--- config.mk ---
export PLATFORM = sky130hd
export DESIGN_NAME = mau_store_flat
export DESIGN_NICKNAME = d
export VERILOG_FILES = /design/src/rtl/mau_pkg.sv /design/src/rtl/mau_store_if.sv /design/src/rtl/mau_store_lane.sv /design/src/rtl/mau_store.sv /design/src/flat_wrapper.sv
export SDC_FILE = /design/constraint.sdc
export NUM_CORES = 1
export LEC_CHECK = 0
export CAP_MARGIN = 20
export CORE_UTILIZATION = 30
export DETAILED_ROUTE_END_ITERATION = 8
export GPL_TIMING_DRIVEN = 0
export HOLD_SLACK_MARGIN = 0.05
export PLACE_DENSITY = 0.7
export RECOVER_POWER = 25
export SLEW_MARGIN = 20
export SYNTH_ARGS = -nofsm -noshare
export SYNTH_HDL_FRONTEND = slang
export SYNTH_SLANG_ARGS = --single-unit
--- constraint.sdc ---
create_clock -name hclk -period 1.9 [get_ports hclk]
set_input_delay 0.38 -clock hclk [delete_from_list [all_inputs] [get_ports hclk]]
set_output_delay 0.38 -clock hclk [all_outputs]
set_load 0.1 [all_outputs]
--- src/rtl/mau_pkg.sv ---
`default_nettype none
// ============================================================================
// Module   : mau_pkg
// Purpose  : Shared encodings for the memory-access-unit store channel:
//            access sizes, error codes and the store FSM state type.
// Revision : 1.0 - initial release
// ============================================================================
package mau_pkg;

  // Access size encoding as produced by the execute stage
  localparam logic [1:0] SIZE_BYTE = 2'd0;
  localparam logic [1:0] SIZE_HALF = 2'd1;
  localparam logic [1:0] SIZE_WORD = 2'd2;
  localparam logic [1:0] SIZE_IDLE = 2'd3;

  // Error codes reported to the core
  localparam logic [1:0] ERR_MISALIGN = 2'd0;
  localparam logic [1:0] ERR_RANGE    = 2'd1;
  localparam logic [1:0] ERR_TIMEOUT  = 2'd2;

  typedef enum logic [1:0] {
    ST_IDLE = 2'd0,
    ST_REQ  = 2'd1,
    ST_DONE = 2'd2,
    ST_ERR  = 2'd3
  } state_e;

endpackage : mau_pkg
`default_nettype wire

--- src/rtl/mau_store_if.sv ---
`default_nettype none
// ============================================================================
// Module   : mau_store_if
// Purpose  : Bundles the store request, data-memory write port and status
//            signals of the store channel. master = store unit, slave = the
//            core/memory environment around it.
// Revision : 1.0 - initial release
// ============================================================================
interface mau_store_if;
  // Store request from the execute stage
  logic [3:0]  cycle_cnt;
  logic [31:0] exu_store_addr;
  logic [31:0] exu_store_data;
  logic        exu_store_en;
  logic [1:0]  exu_store_size;
  // Data-memory write port
  logic        mem_req;
  logic [31:0] mem_addr;
  logic [31:0] mem_wdata;
  logic [3:0]  mem_wstrb;
  logic        mem_ready;
  // Status back to the core
  logic        mau_store_busy;
  logic        mau_store_done;
  logic        mau_store_err;
  logic [1:0]  mau_store_err_code;
  logic [31:0] mau_store_err_addr;
  logic        mau_store_ovr;

  modport master (
    input  cycle_cnt, exu_store_addr, exu_store_data, exu_store_en, exu_store_size,
    input  mem_ready,
    output mem_req, mem_addr, mem_wdata, mem_wstrb,
    output mau_store_busy, mau_store_done, mau_store_err,
    output mau_store_err_code, mau_store_err_addr, mau_store_ovr
  );

  modport slave (
    output cycle_cnt, exu_store_addr, exu_store_data, exu_store_en, exu_store_size,
    output mem_ready,
    input  mem_req, mem_addr, mem_wdata, mem_wstrb,
    input  mau_store_busy, mau_store_done, mau_store_err,
    input  mau_store_err_code, mau_store_err_addr, mau_store_ovr
  );

endinterface : mau_store_if
`default_nettype wire

--- src/rtl/mau_store_lane.sv ---
`default_nettype none
// ============================================================================
// Module   : mau_store_lane
// Purpose  : Purely combinational byte-lane formatter. Replicates the store
//            data across lanes, builds the write strobes from the byte offset
//            and flags naturally-misaligned accesses. Shared with the load side.
// Revision : 1.0 - initial release
// ============================================================================
module mau_store_lane
  import mau_pkg::*;
(
  input  logic [1:0]  size_i,
  input  logic [1:0]  off_i,
  input  logic [31:0] data_i,
  output logic [31:0] wdata_o,
  output logic [3:0]  wstrb_o,
  output logic        misaligned_o
);

  // Lane replication and strobe generation; idle size writes no lanes
  always_comb begin
    wdata_o      = data_i;
    wstrb_o      = 4'b0000;
    misaligned_o = 1'b0;
    case (size_i)
      SIZE_BYTE: begin
        wdata_o = {4{data_i[7:0]}};
        wstrb_o = 4'b0001 << off_i;
      end
      SIZE_HALF: begin
        wdata_o      = {2{data_i[15:0]}};
        wstrb_o      = 4'b0011 << off_i;
        misaligned_o = off_i[0];
      end
      SIZE_WORD: begin
        wdata_o      = data_i;
        wstrb_o      = 4'b1111;
        misaligned_o = |off_i;
      end
      default: begin
        wstrb_o = 4'b0000;
      end
    endcase
  end

endmodule : mau_store_lane
`default_nettype wire

--- src/rtl/mau_store.sv ---
`default_nettype none
// ============================================================================
// Module   : mau_store
// Purpose  : Store channel of the memory-access unit. Captures the execute
//            stage store request, checks alignment and range, drives a
//            req/ready write with a watchdog and reports done/error.
// Revision : 1.0 - initial release
// ============================================================================
module mau_store
  import mau_pkg::*;
#(
  parameter logic [31:0] DMEM_BASE     = 32'h0001_0000,
  parameter int          DMEM_WORDS    = 4096,
  parameter int          CAPTURE_CYCLE = 5,
  parameter int          TIMEOUT       = 15
) (
  input  logic        hclk,
  input  logic        hrstn,
  mau_store_if.master bus
);

  // Upper bound kept in 33 bits so BASE + size can never wrap
  localparam logic [32:0] c_LIMIT     = {1'b0, DMEM_BASE} + (33'(DMEM_WORDS) * 33'd4);
  localparam logic [7:0]  c_WAIT_LAST = 8'(TIMEOUT - 1);
  localparam logic [3:0]  c_CAP       = 4'(CAPTURE_CYCLE);

  state_e      state_q, state_d;
  logic [7:0]  wait_q, wait_d;
  logic [31:0] req_addr_q;
  logic [31:0] mem_addr_q;
  logic [31:0] mem_wdata_q;
  logic [3:0]  mem_wstrb_q;
  logic [1:0]  err_code_q;
  logic [31:0] err_addr_q;
  logic        ovr_q;

  logic        w_capture;
  logic        w_misaligned;
  logic        w_out_of_range;
  logic        w_timeout;
  logic [31:0] w_lane_wdata;
  logic [3:0]  w_lane_wstrb;

  assign w_capture = (bus.cycle_cnt == c_CAP) && bus.exu_store_en &&
                     (bus.exu_store_size != SIZE_IDLE);

  assign w_out_of_range = ({1'b0, bus.exu_store_addr} < {1'b0, DMEM_BASE}) ||
                          ({1'b0, bus.exu_store_addr} >= c_LIMIT);

  assign w_timeout = (state_q == ST_REQ) && !bus.mem_ready && (wait_q == c_WAIT_LAST);

  mau_store_lane u_lane (
    .size_i       (bus.exu_store_size),
    .off_i        (bus.exu_store_addr[1:0]),
    .data_i       (bus.exu_store_data),
    .wdata_o      (w_lane_wdata),
    .wstrb_o      (w_lane_wstrb),
    .misaligned_o (w_misaligned)
  );

  // Next-state and watchdog counter logic
  always_comb begin
    state_d = state_q;
    wait_d  = wait_q;
    case (state_q)
      ST_IDLE: begin
        if (w_capture) begin
          state_d = (w_misaligned || w_out_of_range) ? ST_ERR : ST_REQ;
          wait_d  = 8'd0;
        end
      end
      ST_REQ: begin
        if (bus.mem_ready) begin
          state_d = ST_DONE;
        end else begin
          wait_d = wait_q + 8'd1;
          if (w_timeout) begin
            state_d = ST_ERR;
          end
        end
      end
      ST_DONE: state_d = ST_IDLE;
      ST_ERR:  state_d = ST_IDLE;
      default: state_d = ST_IDLE;
    endcase
  end

  // State and watchdog registers
  always_ff @(posedge hclk or negedge hrstn) begin
    if (!hrstn) begin
      state_q <= ST_IDLE;
      wait_q  <= 8'd0;
    end else begin
      state_q <= state_d;
      wait_q  <= wait_d;
    end
  end

  // Request capture, error reporting and sticky overrun flag
  always_ff @(posedge hclk or negedge hrstn) begin
    if (!hrstn) begin
      req_addr_q  <= 32'd0;
      mem_addr_q  <= 32'd0;
      mem_wdata_q <= 32'd0;
      mem_wstrb_q <= 4'd0;
      err_code_q  <= 2'd0;
      err_addr_q  <= 32'd0;
      ovr_q       <= 1'b0;
    end else begin
      if (w_capture && (state_q != ST_IDLE)) begin
        ovr_q <= 1'b1;
      end
      if (w_capture && (state_q == ST_IDLE)) begin
        if (w_misaligned || w_out_of_range) begin
          err_code_q <= w_misaligned ? ERR_MISALIGN : ERR_RANGE;
          err_addr_q <= bus.exu_store_addr;
        end else begin
          req_addr_q  <= bus.exu_store_addr;
          mem_addr_q  <= {bus.exu_store_addr[31:2], 2'b00};
          mem_wdata_q <= w_lane_wdata;
          mem_wstrb_q <= w_lane_wstrb;
        end
      end
      if (w_timeout) begin
        err_code_q <= ERR_TIMEOUT;
        err_addr_q <= req_addr_q;
      end
    end
  end

  assign bus.mem_req            = (state_q == ST_REQ);
  assign bus.mem_addr           = mem_addr_q;
  assign bus.mem_wdata          = mem_wdata_q;
  assign bus.mem_wstrb          = mem_wstrb_q;
  assign bus.mau_store_busy     = (state_q != ST_IDLE);
  assign bus.mau_store_done     = (state_q == ST_DONE);
  assign bus.mau_store_err      = (state_q == ST_ERR);
  assign bus.mau_store_err_code = err_code_q;
  assign bus.mau_store_err_addr = err_addr_q;
  assign bus.mau_store_ovr      = ovr_q;

endmodule : mau_store
`default_nettype wire

--- src/flat_wrapper.sv ---
// flat-port wrapper written by rule: the top's interface ports become plain ports
module mau_store_flat import mau_pkg::*;
#(
  parameter logic [31:0] DMEM_BASE     = 32'h0001_0000,
  parameter int          DMEM_WORDS    = 4096,
  parameter int          CAPTURE_CYCLE = 5,
  parameter int          TIMEOUT       = 15
)
  (hclk, hrstn, bus_cycle_cnt, bus_exu_store_addr, bus_exu_store_data, bus_exu_store_en, bus_exu_store_size, bus_mem_ready, bus_mem_req, bus_mem_addr, bus_mem_wdata, bus_mem_wstrb, bus_mau_store_busy, bus_mau_store_done, bus_mau_store_err, bus_mau_store_err_code, bus_mau_store_err_addr, bus_mau_store_ovr);
  mau_store_if bus_i ();
  input  logic hclk;
  input  logic hrstn;
  input wire logic [$bits(bus_i.cycle_cnt)-1:0] bus_cycle_cnt;
  input wire logic [$bits(bus_i.exu_store_addr)-1:0] bus_exu_store_addr;
  input wire logic [$bits(bus_i.exu_store_data)-1:0] bus_exu_store_data;
  input wire logic [$bits(bus_i.exu_store_en)-1:0] bus_exu_store_en;
  input wire logic [$bits(bus_i.exu_store_size)-1:0] bus_exu_store_size;
  input wire logic [$bits(bus_i.mem_ready)-1:0] bus_mem_ready;
  output wire logic [$bits(bus_i.mem_req)-1:0] bus_mem_req;
  output wire logic [$bits(bus_i.mem_addr)-1:0] bus_mem_addr;
  output wire logic [$bits(bus_i.mem_wdata)-1:0] bus_mem_wdata;
  output wire logic [$bits(bus_i.mem_wstrb)-1:0] bus_mem_wstrb;
  output wire logic [$bits(bus_i.mau_store_busy)-1:0] bus_mau_store_busy;
  output wire logic [$bits(bus_i.mau_store_done)-1:0] bus_mau_store_done;
  output wire logic [$bits(bus_i.mau_store_err)-1:0] bus_mau_store_err;
  output wire logic [$bits(bus_i.mau_store_err_code)-1:0] bus_mau_store_err_code;
  output wire logic [$bits(bus_i.mau_store_err_addr)-1:0] bus_mau_store_err_addr;
  output wire logic [$bits(bus_i.mau_store_ovr)-1:0] bus_mau_store_ovr;
  assign bus_i.cycle_cnt = bus_cycle_cnt;
  assign bus_i.exu_store_addr = bus_exu_store_addr;
  assign bus_i.exu_store_data = bus_exu_store_data;
  assign bus_i.exu_store_en = bus_exu_store_en;
  assign bus_i.exu_store_size = bus_exu_store_size;
  assign bus_i.mem_ready = bus_mem_ready;
  assign bus_mem_req = bus_i.mem_req;
  assign bus_mem_addr = bus_i.mem_addr;
  assign bus_mem_wdata = bus_i.mem_wdata;
  assign bus_mem_wstrb = bus_i.mem_wstrb;
  assign bus_mau_store_busy = bus_i.mau_store_busy;
  assign bus_mau_store_done = bus_i.mau_store_done;
  assign bus_mau_store_err = bus_i.mau_store_err;
  assign bus_mau_store_err_code = bus_i.mau_store_err_code;
  assign bus_mau_store_err_addr = bus_i.mau_store_err_addr;
  assign bus_mau_store_ovr = bus_i.mau_store_ovr;
  mau_store #(.DMEM_BASE(DMEM_BASE), .DMEM_WORDS(DMEM_WORDS), .CAPTURE_CYCLE(CAPTURE_CYCLE), .TIMEOUT(TIMEOUT)) u_core (.hclk(hclk), .hrstn(hrstn), .bus(bus_i));
endmodule
==> impl_metrics.json <==
{
  "fin_nets": 793,
  "finalInstanceArea_um2": 8860,
  "crit_type": "input pin to register",
  "netlist_area_um2": 5310,
  "grt_pass1_wl_um": 25400,
  "yosys_warnings": 0,
  "synth_edf_count": 0,
  "synth_top_cell_by_area": "dfrtp_1",
  "ios": 181,
  "antennaDiodeCount": 0,
  "initial_core_util_pct": 30.7,
  "worst_slew_pin_slew_ns": 0.588,
  "io_buffers": 178,
  "routedWlPerCell_um": 17.3,
  "crit_buf_inv": 3,
  "setup_violations": 21,
  "clock-root-buffer": "clkbuf_16",
  "ir_worst_vdd_mv": 0.607,
  "r2r-start": "u_core.state_q[1]",
  "fin_util_pct": 51.2,
  "drt_first_pass_iters": 4,
  "vias": 4452,
  "grt_use_total_pct": 18.7,
  "cts_max_level": 4,
  "power_density_nw_per_um2": 928,
  "worstPathMaxFanout": 6,
  "grt_max_degree": 59,
  "rrSetupSlack_ns": -0.03,
  "hold_viol": 0,
  "ys_top_cells_by_area": "dfrtp_1, mux2_4, buf_4, mux2i_1, a21oi_1",
  "fmax_ghz": 0.514,
  "fin_crit_sh_pct": 102,
  "cp.required_ns": 2.20,
  "detail-route-antenna-nets": 0,
  "routabilityCongestion": 0.782,
  "critPathLaunchType": "input pin",
  "die_h_um": 135,
  "rsz0062_at_grt": "yes",
  "synth.distinct_cells": 41,
  "antenna_found_initial": 0,
  "grt_pass1_vias": 4527,
  "critical_path.top_delay_family": "buffers and inverters",
  "synth_seq_cells": 113,
  "syn_area_per_cell_um2": 11.0,
  "fp.coreArea_um2": 17300,
  "async_flop_share_pct": 100,
  "area_growth_syn_to_layout_pct": 67.0,
  "cts_buffers": 17,
  "slowest_delay_ns": 0.50,
  "clkLatencyLatePin_ns": 0.41,
  "viasPerCell": 4.68,
  "dieArea_um2": 18200,
  "hp-start": "bus_exu_store_addr[20]",
  "clock-sinks": 113,
  "ys.flop_type": "dfrtp_1",
  "status": "finished with violations",
  "drive_above_1_share_pct": 43.3,
  "cts_tree": "built",
  "synth_top_area_share_pct": 53.3,
  "drt_wl_total_um": 16500,
  "cp-end-kind": "register",
  "synthCells": 484,
  "drt_iter0_drc": 235,
  "violations": "negative setup slack",
  "cp.arrival_ns": 2.25,
  "worstReg2RegEnd": "u_core.bus.mem_wdata[2]",
  "place_hpwl_um": 10900,
  "crit_chain": "clkdlybuf4s50_1 -> nand2_1 -> a21boi_4 -> or4_4 -> buf_12 -> clkbuf_16 -> mux2_4",
  "die_w_um": 135,
  "finalWorstSetupSlack_ns": -0.0466,
  "r2r.worst_path.cells": 6,
  "p_leak_nw": 4.31,
  "hold_path.class": "input pin to register",
  "period_needed_ns": 1.95,
  "path_clk_slew_ns": 0.06,
  "overflow": 0,
  "drcViolationCount": 0,
  "finalMaxSlewViolations": 0,
  "setup_tns_ns": -0.419,
  "placed_area_um2": 7470,
  "clk_path_buf_depth": 2,
  "max_slew_margin_pct": 61.0,
  "finClkSkew_ns": 0.00580,
  "min_to": "u_core.bus.mau_store_err_addr[20]",
  "rows": 48,
  "ys_seq_area_share_pct": 53.3,
  "holdPathStages": 3,
  "slowest_stage": "clkdlybuf4s50_1",
  "max_cap_violations": 0
}
-- worst max-delay path by stage --
stage	startpoint	end	slack, ns	depth (start not counted)
2_1_floorplan	bus_cycle_cnt[3]	u_core.bus.mem_wdata[0]	-0.08	6
3_3_place_gp	hrstn	u_core.bus.mem_wdata[22]	-4.18	1
3_5_place_dp	bus_exu_store_size[1]	u_core.bus.mem_wdata[23]	-1.25	8
4_1_cts	u_core.state_q[1]	u_core.bus.mem_wdata[3]	-0.15	7
5_1_grt	u_core.state_q[1]	u_core.req_addr_q[10]	-0.07	6
6_report	bus_exu_store_addr[1]	u_core.bus.mem_wdata[2]	-0.05	7
-- kinds of logic (layout without fill, tap and decap cells) --
family          count (synthesis)  count (layout)  synth area share (%)
compound gates                115             115                  13.3
xor+xnor                        6               6                 0.991
fa+ha+maj                       6               6                  1.42
buf+inv                        66             307                  8.35
flops                         113             113                  53.3
mux                            44              44                  10.3
other cells                     1               2                0.0707
simple gates                  133             133                  12.3
-- routing by layer --
| layer | global-route usage, % | vias up | wire length (um) |
|---|---|---|---|
| li1 | - | 2114 | - |
| met5 | 0 | - | 0 |
| met2 | 29.2 | 134 | 7760 |
| met4 | 7.80 | 0 | 368 |
| met3 | 5.07 | 25 | 946 |
| met1 | 24.3 | 2179 | 7390 |
-- power by group --
group / internal, mW / total, mW / switching, mW
Sequential: 2.59 / 2.69 / 0.106
Combinational: 0.570 / 2.22 / 1.65
Clock: 2.07 / 3.31 / 1.24
-- worst register-to-register path, cell delays in order, from the launching register on --
cell,delay [ns]
dfrtp_2,0.42
nor2_4,0.14
nand3_2,0.08
or4_4,0.53
buf_12,0.18
clkbuf_16,0.17
mux2_4,0.30
-- stage by stage --
step | cells | setup slack [ns] | hold slack, ns | power (mW)
floorplan | 485 | -0.0847 | 0.0844 | 4.26
CTS | 949 | -0.150 | 0.362 | 8.27
detailed placement | 889 | -1.25 | 0.387 | 4.96
global placement | 888 | -4.18 | 0.464 | 4.94
finish | 951 | -0.0466 | 0.331 | 8.22
global route | 951 | -0.0749 | 0.330 | 8.52
-- cell usage in the layout, fill, tap and decap left out, types with 12 or more instances in the layout --
cell type,n
a21oi_1,38
a22oi_1,25
buf_4,53
clkbuf_16,22
nor2_1,40
clkdlybuf4s50_1,46
clkdlybuf4s15_2,98
mux2_4,21
nand2_1,38
mux2i_1,22
dfrtp_1,111
o21ai_2,18
o21ai_1,12
-- cell type report --
class | count | area, um2
clock inverter | 15 | 183
timing repair buffer | 213 | 2320
fill | 1556 | 8440
buffer | 57 | 532
inverter | 5 | 18.8
tap | 225 | 282
multi-input combinational | 306 | 2270
clock buffer | 17 | 425
sequential | 113 | 2830
-- what timing repair did --
action | in CTS | in global routing
gates cloned | 7 | 1
endpoints found under the hold margin | 55 | 0
setup endpoints to repair | 213 | 107
buffers inserted | 21 | 5
gates resized for setup | 449 | 49
hold buffers | 1 | 0
pin swaps | 37 | 21
-- cells in the mapped netlist, types with 2 or more instances --
library cell,count
a21oi_1,40
a22o_1,8
a22oi_1,25
and2_1,18
and3_1,5
buf_1,3
buf_12,2
buf_4,33
buf_6,5
clkbuf_1,17
dfrtp_1,113
ha_1,6
inv_1,5
mux2_4,21
mux2i_1,23
nand2_1,41
nand2b_1,4
nand3_1,5
nand4_1,3
nor2_1,43
nor2b_1,4
nor4_2,2
o21ai_0,4
o21ai_1,30
o31a_1,3
xor2_1,6
-- sequential cells by signal (all words and copies together), names as in the netlist --
name	count
u_core.bus.mau_store_err_addr	32
u_core.bus.mem_wdata	32
u_core.req_addr_q	32
u_core.wait_q	8
u_core.bus.mem_wstrb	4
u_core.bus.mau_store_err_code	2
u_core.state_q	2
u_core.bus.mau_store_ovr	1
Note: power is estimated with default switching activity, not from simulation.
==> variant 1 (same settings) <==
Reset style: synchronous (`hrstn`), changed in 2 clocked blocks.
--- a/src/rtl/mau_store.sv
+++ b/src/rtl/mau_store.sv
@@ -88,3 +88,3 @@
   // State and watchdog registers
-  always_ff @(posedge hclk or negedge hrstn) begin
+  always_ff @(posedge hclk) begin
     if (!hrstn) begin
@@ -99,3 +99,3 @@
   // Request capture, error reporting and sticky overrun flag
-  always_ff @(posedge hclk or negedge hrstn) begin
+  always_ff @(posedge hclk) begin
     if (!hrstn) begin
Check against the original RTL: differs if hrstn is asserted again (counterexample within 4 cycles, from zero or initial values and one cycle with hrstn low); with hrstn held inactive, the same outputs for 4 cycles.
==> variant 1 against the original RTL <==
- the flow still finishes with violations (negative setup slack)
- synthesized area is 4.4% lower
- maximum frequency is 10% lower
- wire length is 14% higher
- sequential cell count stayed put
- count of clock-buffer cells in the layout is 6 higher
- first-iteration DRC count is 11% higher
- core utilization is 6.9 points higher
- critical path depth stayed put
- cell area is 8.5% higher
- final cell count is 6.4% higher
- worst setup slack worse by 0.23 ns
- global-route usage is 1.8 points higher
Power is not compared: it rests on default switching activity, and its combinational part moved more than twofold at a synthesized area within 25%.
==> variant 1: results (changes against the original RTL) <==
The startpoint of the worst-slack reg-to-reg timing path is u_core.wait_q[5]. The count of instances resized after the clock tree is built came out at 516 (+15%). The number of sequential cells in the layout is 113 (unchanged). The number of port buffers is 177 (-0.56%).

The checks that failed: negative setup slack. Among all stages on the critical path, the largest delay is contributed by sky130_fd_sc_hd__or3_4. The count of nets after finishing is 859 (+8.3%). The area share of buffers outside the clock network came to 33.13% (+0.94 points).

The cell count after placement is 920 (+3.5%). Grouping stages by cell kind, the critical path spends the most delay in simple AND/OR/NAND/NOR gates. The multi-input gate count was 332 (+8.5%). For hold timing, the worst endpoint is u_core.bus.mau_store_err_addr[30]. The run finished, with violations left. The overall fraction of global-route tracks in use was 20.45% (+1.8 points). The fraction of met2 tracks used by global routing came out at 35.27% (+6.1 points).

The worst slack after detailed placement came out at -1.063 ns (+0.1858 ns). The number of non-clock buffers in the layout came out at 309 (+14%). The critical path is of the reg2reg type. The share of cells above drive strength 1 came out at 57.07% (+14 points). In this run the critical register-to-register path is captured at u_core.bus.mau_store_err_addr[17]. The iteration-0 DRC count of the detailed router came out at 261 (+11%). The horizontal die dimension came out at 132.0 microns (-2.2%). The final worst-path setup slack came out at -0.2738 ns (-0.2272 ns).

The final setup TNS came out at -18.82 ns (-18.40 ns). The average detailed-routed wire length per instance is 18.48 microns (+6.7%). The routed wire length on met2 is 9460 microns (+22%).

The average instance area after synthesis came to 9.717 sq um (-11%). The number of setup buffers added after CTS came out at 40 (+90%). The count of non-filler cells in the finished layout is 1012 (+6.4%). The via count of the first global-routing pass is 5145 (+14%). The total half-perimeter wirelength after legalization and detailed placement came out at 11330 microns (+3.6%).

The area of combinational cells with multiple inputs came to 3207 sq um (+41%). The proportion of register bits with asynchronous set or reset after synthesis came out at 0% (-100 points). The sequential-to-total area share from yosys stat is 44.60% (-8.7 points). The number of failing setup endpoints in the final timing report came out at 102 (+390%). The clock tree skew after final layout is 0.008686 ns (+0.002888 ns).

The count of clock-net buffers in the final layout was 23 (+6). The proportion of cell area spent on the clock network is 6.759% (-0.11 points). The number of inverters outside the clock class in the layout is 6 (+1).
-- variant 1: cell types whose count changed after synthesis, sizes merged, moves of 12 or more --
cell / before / now
nor3: 1 / 17
nand2: 41 / 54
dfrtp: 113 / 0
and2: 18 / 2
a22oi: 25 / 0
o21ai: 34 / 4
mux2i: 23 / 8
and3: 5 / 17
a211oi: 0 / 16
dfxtp: 0 / 113
o221a: 0 / 32
-- variant 1: report_power, final --
part,switching (mW),internal (mW)
clock,1.12,2.36
combinational,0.372,0.256
sequential,0.00983,2.38
total,1.50,5.00
-- variant 1: cells by family after synthesis --
kind of cell    count (synthesis)  synth area share, %
compound gates                113                18.75
fa+ha+maj                       6                1.480
simple gates                  165                15.93
other cells                     1              0.07393
mux                            40                8.683
xor+xnor                        6                1.036
buf+inv                        78                9.447
flops                         113                44.60
==> variant 2 (same settings) <==
Made on the original files. `TIMEOUT` is set to 15 in 2 places; all go to 11.
--- a/src/rtl/mau_store.sv
+++ b/src/rtl/mau_store.sv
@@ -14,3 +14,3 @@
   parameter int          CAPTURE_CYCLE = 5,
-  parameter int          TIMEOUT       = 15
+  parameter int          TIMEOUT       = 11
 ) (
--- a/src/flat_wrapper.sv
+++ b/src/flat_wrapper.sv
@@ -6,3 +6,3 @@
   parameter int          CAPTURE_CYCLE = 5,
-  parameter int          TIMEOUT       = 15
+  parameter int          TIMEOUT       = 11
 )
Check against the original RTL: same outputs for any inputs over 4 cycles, from zero or initial values and one cycle with hrstn low; that may be too few to reach the edited logic, so the function may still have changed.
==> variant 2 against the original RTL <==
- the run still ends with negative setup slack left
- sequential cell count unchanged
- total power is 1.2% higher
- wire length down 2.3%
- cell area shrank 2.1%
- non-clock buffer count down 3
- worst setup slack improved by 0.030 ns
- hold slack improved by 0.0076 ns
- synthesized cell count decreased by 0.21%
- synthesized area did not move
- sequential share of layout area grew 0.69 points
- largest cell class is now sequential cells
- largest power group unchanged
- highest routed layer unchanged
==> variant 2: results (changes against the original RTL) <==
The number of filler cells placed in the layout was 1611 (+3.5%). The average detailed-routed wire length per instance is 16.98 microns (-1.9%). The average instance area after synthesis came out at 10.98 sq um (+0.21%). The largest stage delay on the critical path is 0.51 ns. The number of warnings reported in the yosys synthesis log came out at 0 (unchanged).

The share of cells above drive strength 1 is 41.69% (-1.6 points). The number of port buffers was 178 (unchanged). The checks that failed: negative setup slack.

The measured slew at the worst slew-check pin came out at 1.231 ns (+0.6430 ns). The maximum fanout count along the critical path is 8 (+2). The detailed-route via count came to 4471 (+0.43%). The cell sitting at the root of the clock tree is a sky130_fd_sc_hd__clkbuf_16. The commonest cells after synthesis are 113 x sky130_fd_sc_hd__dfrtp_1, 41 x sky130_fd_sc_hd__a21oi_1, 41 x sky130_fd_sc_hd__nor2_1, 40 x sky130_fd_sc_hd__nand2_1, 33 x sky130_fd_sc_hd__buf_4. The total placed instance area came to 7513 sq um (+0.54%). The number of buffers inserted during clock tree synthesis came to 17 (unchanged). The number of diodes added for antenna fixing is 0 (unchanged). The number of distinct library cells after synthesis is 42 (+2.4%). In the post-synthesis netlist, the biggest area contributors are sky130_fd_sc_hd__dfrtp_1 53%, sky130_fd_sc_hd__mux2_4 5.9%, sky130_fd_sc_hd__buf_4 4.7%, sky130_fd_sc_hd__mux2i_1 4.3%, sky130_fd_sc_hd__a21oi_1 3.9%. The overall fraction of global-route tracks in use is 18.36% (-0.29 points). The final worst-path setup slack came out at -0.01640 ns (+0.03019 ns). The worst voltage drop across the vdd grid was 0.6048 mV (-0.40%).

The slowest library cell on the worst path is sky130_fd_sc_hd__or4_4. The largest net degree at the start of global routing is 62 (+5.1%). The worst-skew pair later-pin latency is 0.41 ns (about the same). The total wire length after detailed routing came to 16080 microns (-2.3%).

The count of nets after finishing is 789 (-0.50%). The flow ran to the end, but the final reports show violations. The iteration-0 DRC count of the detailed router came to 223 (-5.1%).

The first-pass GRT wire length came out at 25010 microns (-1.4%). The clock tree skew after final layout is 0.007695 ns (+0.001897 ns). Among cell families on the critical path, the largest total delay comes from simple AND/OR/NAND/NOR gates. The initial antenna violation count came out at 0 (unchanged). The count of pins over their slew limit is 0 (unchanged).

The number of failing setup endpoints in the final timing report is 8 (-62%). The worst hold path class is in2reg. The proportion of register bits with asynchronous set or reset after synthesis came to 100.0% (unchanged). The maximum buffer depth of the clock tree is 2 (unchanged). The total half-perimeter wirelength after legalization and detailed placement is 11020 microns (+0.65%).

The cell count after placement was 888 (-0.11%). The data arrival time of the critical path is 2.21 ns (-0.04 ns). The standby leakage power came out at 4.166 nW (-3.3%). The number of detailed-route iterations in the first pass is 4 (unchanged). The sequential-to-total area share from yosys stat is 53.30% (unchanged). The clock input transition at the sequential cells of the worst setup and hold paths is 0.05 ns. The power density over the cells is 959.5 nW/um^2 (+3.4%). The deepest level of the CTS H-tree came to 4 (unchanged). The final setup TNS was -0.04501 ns (+0.3744 ns). The weighted congestion at the end of routability-driven global placement is 0.7685 (-1.7%). The via count of the first global-routing pass came out at 4438 (-2.0%).
==> variant 2: layer usage <==
layer	track usage (%)	share of wire, %
met1	25.15	46
met2	27.32	46
met3	4.805	5.4
met4	7.803	2.5
met5	0	0
==> variant 2: kinds of logic (layout without fill, tap and decap cells) <==
logic type               Yosys count  after routing  synth area share, %
AO/OA/AOI/OAI                    118            118                13.66
XOR/XNOR                           5              5               0.8254
adder cells (fa/ha/maj)            6              6                1.415
multiplexers                      44             44                10.28
buffers and inverters             66            304                8.373
other                              1              2              0.07069
flip-flops                       113            113                53.30
AND/OR/NAND/NOR                  130            130                12.08
==> variant 2: what timing repair did <==
item	4_1_cts	5_1_grt
hold endpoints to repair	52	0
pin swaps	13	12
cloned	3	1
resized for setup	403	54
setup endpoints to repair	214	93
setup buffers	15	8
hold buffers	1	0
==> variant 2: worst paths after layout <==
path	end	slack [ns]	start	depth (start not counted)
setup / recovery	u_core.req_addr_q[4]	-0.02	u_core.state_q[0]	6
hold / removal	u_core.bus.mau_store_err_addr[24]	0.34	bus_exu_store_addr[24]	3
setup reg to reg	u_core.req_addr_q[4]	-0.02	u_core.state_q[0]	6
hold reg to reg	u_core.bus.mem_wdata[11]	0.48	u_core.bus.mem_wdata[11]	2
max in group asynchronous	u_core.req_addr_q[8]	0.24	hrstn	3
min in group asynchronous	u_core.bus.mau_store_err_addr[24]	0.78	hrstn	2
==> variant 2: layout make-up <==
type                            count  area share [%]
Multi-Input combinational cell    305           26.17
Clock buffer                       22           5.467
Tap cell                          225           3.246
Sequential cell                   113           32.65
Timing Repair Buffer              207           24.93
Clock inverter                     10           1.803
Buffer                             60           5.525
Inverter                            5          0.2164
==> variant 2: report_power, final <==
part / leakage [nW] / internal (mW) / total [mW] / switching (mW)
Combinational: 2.33 / 0.587 / 2.23 / 1.64
Clock: 0.310 / 2.29 / 3.39 / 1.10
Sequential: 1.53 / 2.59 / 2.71 / 0.118
==> variant 2: worst min-delay path, stage by stage <==
cell and delay, ns:
sky130_fd_sc_hd__buf_2 0.12, sky130_fd_sc_hd__a22oi_2 0.07, sky130_fd_sc_hd__a21oi_1 0.13
==> variant 2: per-stage QoR <==
| stage | setup WS, ns | hold slack [ns] | power (mW) |
|---|---|---|---|
| final | -0.01640 | 0.3384 | 8.322 |
| after global routing | -0.08242 | 0.3664 | 8.629 |
| after CTS | -0.01097 | 0.3332 | 8.347 |
| after detailed placement | -1.328 | 0.3682 | 4.958 |
| after global placement | -4.114 | 0.4623 | 4.936 |
| after floorplan | -0.08473 | 0.08441 | 4.268 |
